`src/rtl/mem_arbiter.sv`:
```
// mem_arbiter: shares RAM port A between the CPU memory stage and an external
// requester (program loader / debug DMA). The CPU has priority. The external
// side gets idle slots immediately. An external request that is starved for
// MAX_WAIT cycles forces an ownership period of up to BURST grants. The
// pipeline is stalled for the whole of that period.
//
// Optional feature macro: ARB_BOOT_EN. When it is defined, the reset state is
// BOOT. In BOOT the external side owns the RAM until boot_done is seen.
//
// Ports:
//   clk, reset                       clock, asynchronous active-high reset
//   mem_req/we/addr/wdata, mem_rdata memory-stage access, load data
//   mem_stall                        the memory-stage access was not performed
//   ext_req/we/addr/wdata            external access request
//   ext_gnt                          transfer = ext_req & ext_gnt (same cycle)
//   ext_rdata, ext_rvalid            read data, valid one cycle after a granted read
//   ram_we_a/addr_a/wdata_a/rdata_a  RAM port A (1-cycle synchronous read)
//   boot_done                        loader finished (BOOT state only)
//   dbg_state, dbg_wait_cnt          FSM state and starvation counter, for observation
//
// Handshake: an external transfer happens in every cycle where ext_req and
// ext_gnt are both high. ext_gnt is combinational, so the requester must hold
// its request and its payload stable until it sees the grant.
module mem_arbiter #(
  parameter int ADDR_WIDTH = 9,
  parameter int MAX_WAIT   = 8,
  parameter int BURST      = 4
) (
  input  logic                  clk,
  input  logic                  reset,
  input  logic                  mem_req,
  input  logic [3:0]            mem_we,
  input  logic [ADDR_WIDTH-1:0] mem_addr,
  input  logic [31:0]           mem_wdata,
  output logic [31:0]           mem_rdata,
  output logic                  mem_stall,
  input  logic                  ext_req,
  input  logic [3:0]            ext_we,
  input  logic [ADDR_WIDTH-1:0] ext_addr,
  input  logic [31:0]           ext_wdata,
  output logic                  ext_gnt,
  output logic [31:0]           ext_rdata,
  output logic                  ext_rvalid,
  output logic [3:0]            ram_we_a,
  output logic [ADDR_WIDTH-1:0] ram_addr_a,
  output logic [31:0]           ram_wdata_a,
  input  logic [31:0]           ram_rdata_a,
  input  logic                  boot_done,
  output logic [1:0]            dbg_state,
  output logic [7:0]            dbg_wait_cnt
);

  typedef enum logic [1:0] {
    SHARE = 2'd0,
    FORCE = 2'd1,
    BOOT  = 2'd2
  } state_t;

`ifdef ARB_BOOT_EN
  localparam state_t RESET_STATE = BOOT;
`else
  // BOOT is unreachable in this build. Its decode is kept so that the
  // next-state logic is the same in both builds.
  localparam state_t RESET_STATE = SHARE;
`endif

  localparam logic [7:0] MAX_W      = 8'(MAX_WAIT);
  localparam logic [7:0] BURST_LAST = 8'(BURST - 1);

  state_t     state, state_nxt;
  logic [7:0] wait_cnt, wait_nxt;
  logic [7:0] burst_cnt, burst_nxt;
  logic       gnt, stall, ext_own;

  always_ff @(posedge clk or posedge reset) begin
    if (reset) begin
      state      <= RESET_STATE;
      wait_cnt   <= 8'd0;
      burst_cnt  <= 8'd0;
      ext_rvalid <= 1'b0;
    end else begin
      state      <= state_nxt;
      wait_cnt   <= wait_nxt;
      burst_cnt  <= burst_nxt;
      ext_rvalid <= ext_req & ext_gnt & (ext_we == 4'b0000);
    end
  end

  always_comb begin
    state_nxt = state;
    wait_nxt  = wait_cnt;
    burst_nxt = burst_cnt;
    gnt       = 1'b0;
    stall     = 1'b0;
    ext_own   = 1'b0;
    case (state)
      SHARE: begin
        if (!mem_req && ext_req) begin
          gnt     = 1'b1;
          ext_own = 1'b1;
        end
        if (ext_req && !gnt) begin
          wait_nxt = (wait_cnt == MAX_W) ? wait_cnt : wait_cnt + 8'd1;
          // The CPU still wins the cycle in which the count reaches
          // MAX_WAIT. Forced ownership starts on the next cycle.
          if (wait_nxt == MAX_W) state_nxt = FORCE;
        end else begin
          wait_nxt = 8'd0;
        end
      end
      FORCE: begin
        stall    = 1'b1;
        ext_own  = 1'b1;
        gnt      = ext_req;
        wait_nxt = 8'd0;
        if (ext_req && burst_cnt != BURST_LAST) begin
          burst_nxt = burst_cnt + 8'd1;
        end else begin
          // The burst is used up, or the requester released the RAM early.
          state_nxt = SHARE;
          burst_nxt = 8'd0;
        end
      end
      BOOT: begin
        stall    = 1'b1;
        ext_own  = 1'b1;
        gnt      = ext_req;
        wait_nxt = 8'd0;
        if (boot_done) state_nxt = SHARE;
      end
      default: state_nxt = SHARE;
    endcase
  end

  // Reset gates the grant, the stall and the write strobes combinationally.
  // This stops a write from landing while reset is held, before the state
  // register has settled.
  always_comb begin
    ext_gnt   = gnt & ~reset;
    mem_stall = stall & ~reset;
    if (reset)        ram_we_a = 4'b0000;
    else if (ext_own) ram_we_a = gnt ? ext_we : 4'b0000;
    else              ram_we_a = mem_req ? mem_we : 4'b0000;
    ram_addr_a  = ext_own ? ext_addr  : mem_addr;
    ram_wdata_a = ext_own ? ext_wdata : mem_wdata;
  end

  assign mem_rdata    = ram_rdata_a;
  assign ext_rdata    = ram_rdata_a;
  assign dbg_state    = state;
  assign dbg_wait_cnt = wait_cnt;

endmodule
```
`config.mk`:
```
export PLATFORM = sky130hd
export DESIGN_NAME = mem_arbiter
export DESIGN_NICKNAME = d
export VERILOG_FILES = /design/src/rtl/mem_arbiter.sv
export SDC_FILE = /design/constraint.sdc
export NUM_CORES = 1
export LEC_CHECK = 0
export CELL_PAD_IN_SITES_DETAIL_PLACEMENT = 1
export CELL_PAD_IN_SITES_GLOBAL_PLACEMENT = 2
export CORE_MARGIN = 4
export CORE_UTILIZATION = 12
export CTS_CLUSTER_SIZE = 25
export DETAILED_ROUTE_END_ITERATION = 16
export MAX_ROUTING_LAYER = met4
export PLACE_DENSITY_LB_ADDON = 0.1
export RECOVER_POWER = 25
export SLEW_MARGIN = 10
export SYNTH_ARGS = -nofsm -noshare
export SYNTH_HDL_FRONTEND = slang
export SYNTH_SLANG_ARGS = --single-unit
```
`constraint.sdc`:
```
create_clock -name clk -period 2.4 [get_ports clk]
set_input_delay 0.48 -clock clk [delete_from_list [all_inputs] [get_ports clk]]
set_output_delay 0.48 -clock clk [all_outputs]
set_load 0.005 [all_outputs]
```
==> results of run 1 <==
## cells by family (layout without fill, tap and decap cells)
kind of cell	count (synthesis)	count (layout)	share of synthesized area
adders and majority gates	3	3	0.01859
muxes	43	43	0.2392
AOI/OAI and AO/OA	13	13	0.04709
and+or+nand+nor	59	59	0.1481
other	1	1	0.001857
DFF	18	18	0.2230
buffers and inverters	78	177	0.2701
xor gates and xnor gates	12	12	0.05204
## how the worst max path moves through the flow
stage / from / to / slack, ns
finish: dbg_state[0] / ram_wdata_a[1] / 0.09
detailed placement: mem_req / ram_wdata_a[12] / -0.36
floorplan: ext_req / ram_addr_a[0] / 0.41
global route: dbg_state[0] / ram_wdata_a[1] / 0.004
CTS: mem_req / ram_wdata_a[1] / 0.02
global placement: mem_req / ram_wdata_a[17] / -0.37
## power groups by stage
stage / logic, µW / clock network, µW / registers, µW
after floorplan: 198 / 0 / 314
after global placement: 433 / 0 / 314
after detailed placement: 432 / 0 / 314
after CTS: 417 / 398 / 308
after global routing: 439 / 422 / 308
final: 405 / 390 / 308
## cell usage in the layout, fill, tap and decap left out, types with 2 or more instances in the layout
cell type | Yosys | routed
nor2_1 | 16 | 16
nor3_1 | 3 | 3
clkbuf_16 | 0 | 3
nand4_1 | 6 | 6
xor2_1 | 7 | 7
buf_12 | 0 | 3
buf_6 | 0 | 3
nand2_1 | 12 | 11
dfrtp_1 | 18 | 17
nor2b_1 | 2 | 2
buf_16 | 0 | 2
a21oi_1 | 7 | 6
and3_1 | 4 | 4
clkdlybuf4s50_1 | 0 | 107
mux2_2 | 42 | 42
buf_4 | 66 | 9
xnor2_1 | 5 | 5
dlygate4sd2_1 | 0 | 41
clkbuf_2 | 0 | 2
nand3_1 | 8 | 8
ha_1 | 3 | 3
inv_1 | 6 | 5
## sequential cells by signal, indices dropped and copies added (netlist names)
name and count:
burst_cnt 8, dbg_state 1, dbg_wait_cnt 8, ext_rvalid 1
## worst reg2reg max path, stage by stage, from the launching register on
cell       delay [ns]
dfrtp_1          0.44
or4_4            0.56
o2111ai_1        0.25
a2bb2o_4         0.23
a31o_1           0.21
## routing by layer
layer	GRT usage	vias up
li1	-	904
met1	0.09576	885
met2	0.1700	92
met3	0.02776	33
met4	0.03403	0
met5	-	-
## through the flow
| step | TNS [ns] | instances | instance area [µm²] | hold WS [ns] |
|---|---|---|---|---|
| global placement | -14.40 | 536 | 3392 | 0.5304 |
| global route | 0 | 546 | 3532 | 0.5854 |
| floorplan | 0 | 227 | 2019 | 0.4239 |
| finish | 0 | 546 | 3532 | 0.5480 |
| detailed placement | -14.20 | 536 | 3392 | 0.5408 |
| CTS | 0 | 546 | 3537 | 0.5546 |
## final cells by class
class                      instances  area (µm²)
inverter                           6       22.52
tap                              220       275.3
fill                            1909       12990
multi-input combinational        131        1037
clock buffer                       4       88.84
timing repair buffer             167        1657
sequential                        18       451.7
## repair_timing
| action | in CTS | in global routing |
|---|---|---|
| setup endpoints to repair | 46 | 16 |
| buffers inserted | 4 | 0 |
| resized for setup | 50 | 5 |
| cloned | 2 | 0 |
| pin swaps | 1 | 1 |
==> implementation parameters, run 1 <==
Parameter                              Value

Run status
  Outcome ... finished, final reports clean

Clock network
  Worst-case clock buffer depth ... 2
  Clock root buffer ... clkbuf_16
  TritonCTS clock tree ... done
  Clock H-tree levels ... 1
  Total CTS buffers ... 3
  Post-CTS clock slew at the launch and capture registers of the worst setup and hold paths ... 0.06 ns
  Worst-Skew Late Latency ... 0.26 ns
  Sinks on the clock net ... 18
  Hold buffer count at cts ... 0

Pwr
  Part of the power in registers ... 0.279
  Combinational group share of total power ... 0.367
  Final total power ... 1104 µW
  Fraction of power spent switching nets ... 0.2379
  Switching power of the nets ... 262.7 µW
  Cell Pwr Density ... 312.6 mW/mm²
  Largest vdd supply drop ... 159.4 µV
  Leakage power of the design ... 0.001447 µW
  Internal power ... 841.4 µW
  Fraction of power consumed by the clock network ... 0.354

Setup path
  Worst path cell trace ... a21oi_4, buf_6, buf_12, buf_16, mux2_2, dlygate4sd2_1
  Cell family with the largest share of critical-path delay ... buffers and inverters
  R2r endpoint ... dbg_state[0]
  Worst setup EP type ... output port
  Cells on worst reg2reg path ... 4
  Kind of launch point of the worst setup path ... flip-flop
  Critical-path top delay cell ... dfrtp_2
  Worst-case register-to-register setup slack ... 0.60 ns
  Type of the worst setup path ... reg -> out
  Critical path required time ... 1.92 ns
  Stages on worst setup path ... 6
  Max incr delay on CP ... 0.45 ns
  Data arrival time at the worst-slack endpoint ... 1.83 ns
  Highest net fanout along the worst path ... 10
  Worst path bufs/invs ... 4
  Startpoint of the lowest-slack register-to-register path ... dbg_wait_cnt[4]

Synth
  Leading post-synthesis cells by instance count ... 66 x buf_4, 42 x mux2_2, 18 x dfrtp_1, 16 x nor2_1, 12 x nand2_1
  Cell with the most instances after synthesis ... buf_4
  Synthesized area divided by synthesized cell count ... 8.896 µm²
  Number of enable flip-flop cells after synthesis ... 0
  Synthesized instance count ... 227
  Yosys reg bits ... 18
  Top cells by area, synth ... buf_4 25%, mux2_2 23%, dfrtp_1 22%, xor2_1 3.0%, nor2_1 3.0%
  Share of async-settable or async-resettable flops after synthesis ... 1.000
  Synthesis Warnings ... 0
  Top cell type by total area after synthesis ... buf_4
  Synth top area share ... 0.2454
  Main synth FF type ... dfrtp_1
  Yosys cell types ... 33
  Total nets after synthesis ... 357
  Syn Std Cell Area ... 0.002019 mm²
  Share of the yosys chip area belonging to registers ... 0.2230

Placement
  Worst setup slack before clock tree synthesis ... -0.3632 ns
  GP Congestion ... 0.6945
  Half-perimeter wire length after placement ... 7.426 mm
  Number of buffers inserted by port buffering ... 150

Routing
  Detailed router's first-iteration violation count ... 39
  Total Wirelength ... 8.990 mm
  Antenna violation net count after detailed routing ... 0
  Number of vias in the routed layout ... 1,914
  Metal3 WL ... 716 µm
  Max layer used ... met4
  DRC violation count after routing ... 0
  Number of search-and-repair iterations in the first detailed-routing pass ... 2
  Detail-routed via count per cell ... 3.505
  Routed length on met1 ... 3.083 mm
  Final routed wire length divided by cell count ... 16.47 µm
  Total met2 wirelength after detailed routing ... 4.955 mm

Die
  Standard cell core area ... 0.01652 mm²
  Initial cell density of the core ... 0.1222
  Horizontal extent of the die ... 137.7 µm
  Cell Rows ... 47
  Top-level I/O count ... 249
  Vertical die dimension ... 137.7 µm
  Die ar. ... 0.01897 mm²

Timing
  F_max ... 432.4 MHz
  Final clock period utilization by the worst path ... 0.9635
  Setup repair after global routing missed its margin ... false
  Tightest Pin Transition ... 0.5541 ns
  Clock skew after layout ... 0.004834 ns
  Final Hold Viols ... 0
  Final min period ... 2.312 ns
  Worst slew margin ... 0.6306
  Final setup slack of the worst path ... 0.08752 ns
  Final setup vio count ... 0
  Max Transition Viols Final ... 0

Layout
  Antenna diode count ... 0
  Fin util ... 0.2138
  Layout cells sized above 1 ... 0.2209
  Synthesis-to-layout area growth ... 74.91%
  Number of nets in the finished design ... 457

Min path
  Worst hold path cell count ... 2
  Startpoint of the lowest-slack hold path ... burst_cnt[7]
  Classification of the worst-slack hold path ... reg -> reg
  Hold-critical path endpoint ... burst_cnt[7]

Global route
  Maximum number of pins on one net before global-route repair ... 19
  Wire length of the first global-routing pass ... 12.99 mm
  Vias in the first global route ... 2,226
  Number of antenna violations at the first check in global routing ... 0
  Total routing resource utilization after global routing ... 0.09382
  Aggregate global routing overflow ... 0

Job
  Max-capacitance violation count ... 0
Note: power is estimated with default switching activity, not from simulation.
==> run 2: changes to the inputs <==
--- a/config.mk
+++ b/config.mk
@@ -11,6 +11,7 @@
 export CORE_UTILIZATION = 12
 export CTS_CLUSTER_SIZE = 25
 export DETAILED_ROUTE_END_ITERATION = 16
+export GPL_ROUTABILITY_DRIVEN = 0
 export MAX_ROUTING_LAYER = met4
 export PLACE_DENSITY_LB_ADDON = 0.1
 export RECOVER_POWER = 25
==> results of run 2 <==
Same layout as run 1: the final DEF is identical, and so are final timing and power.
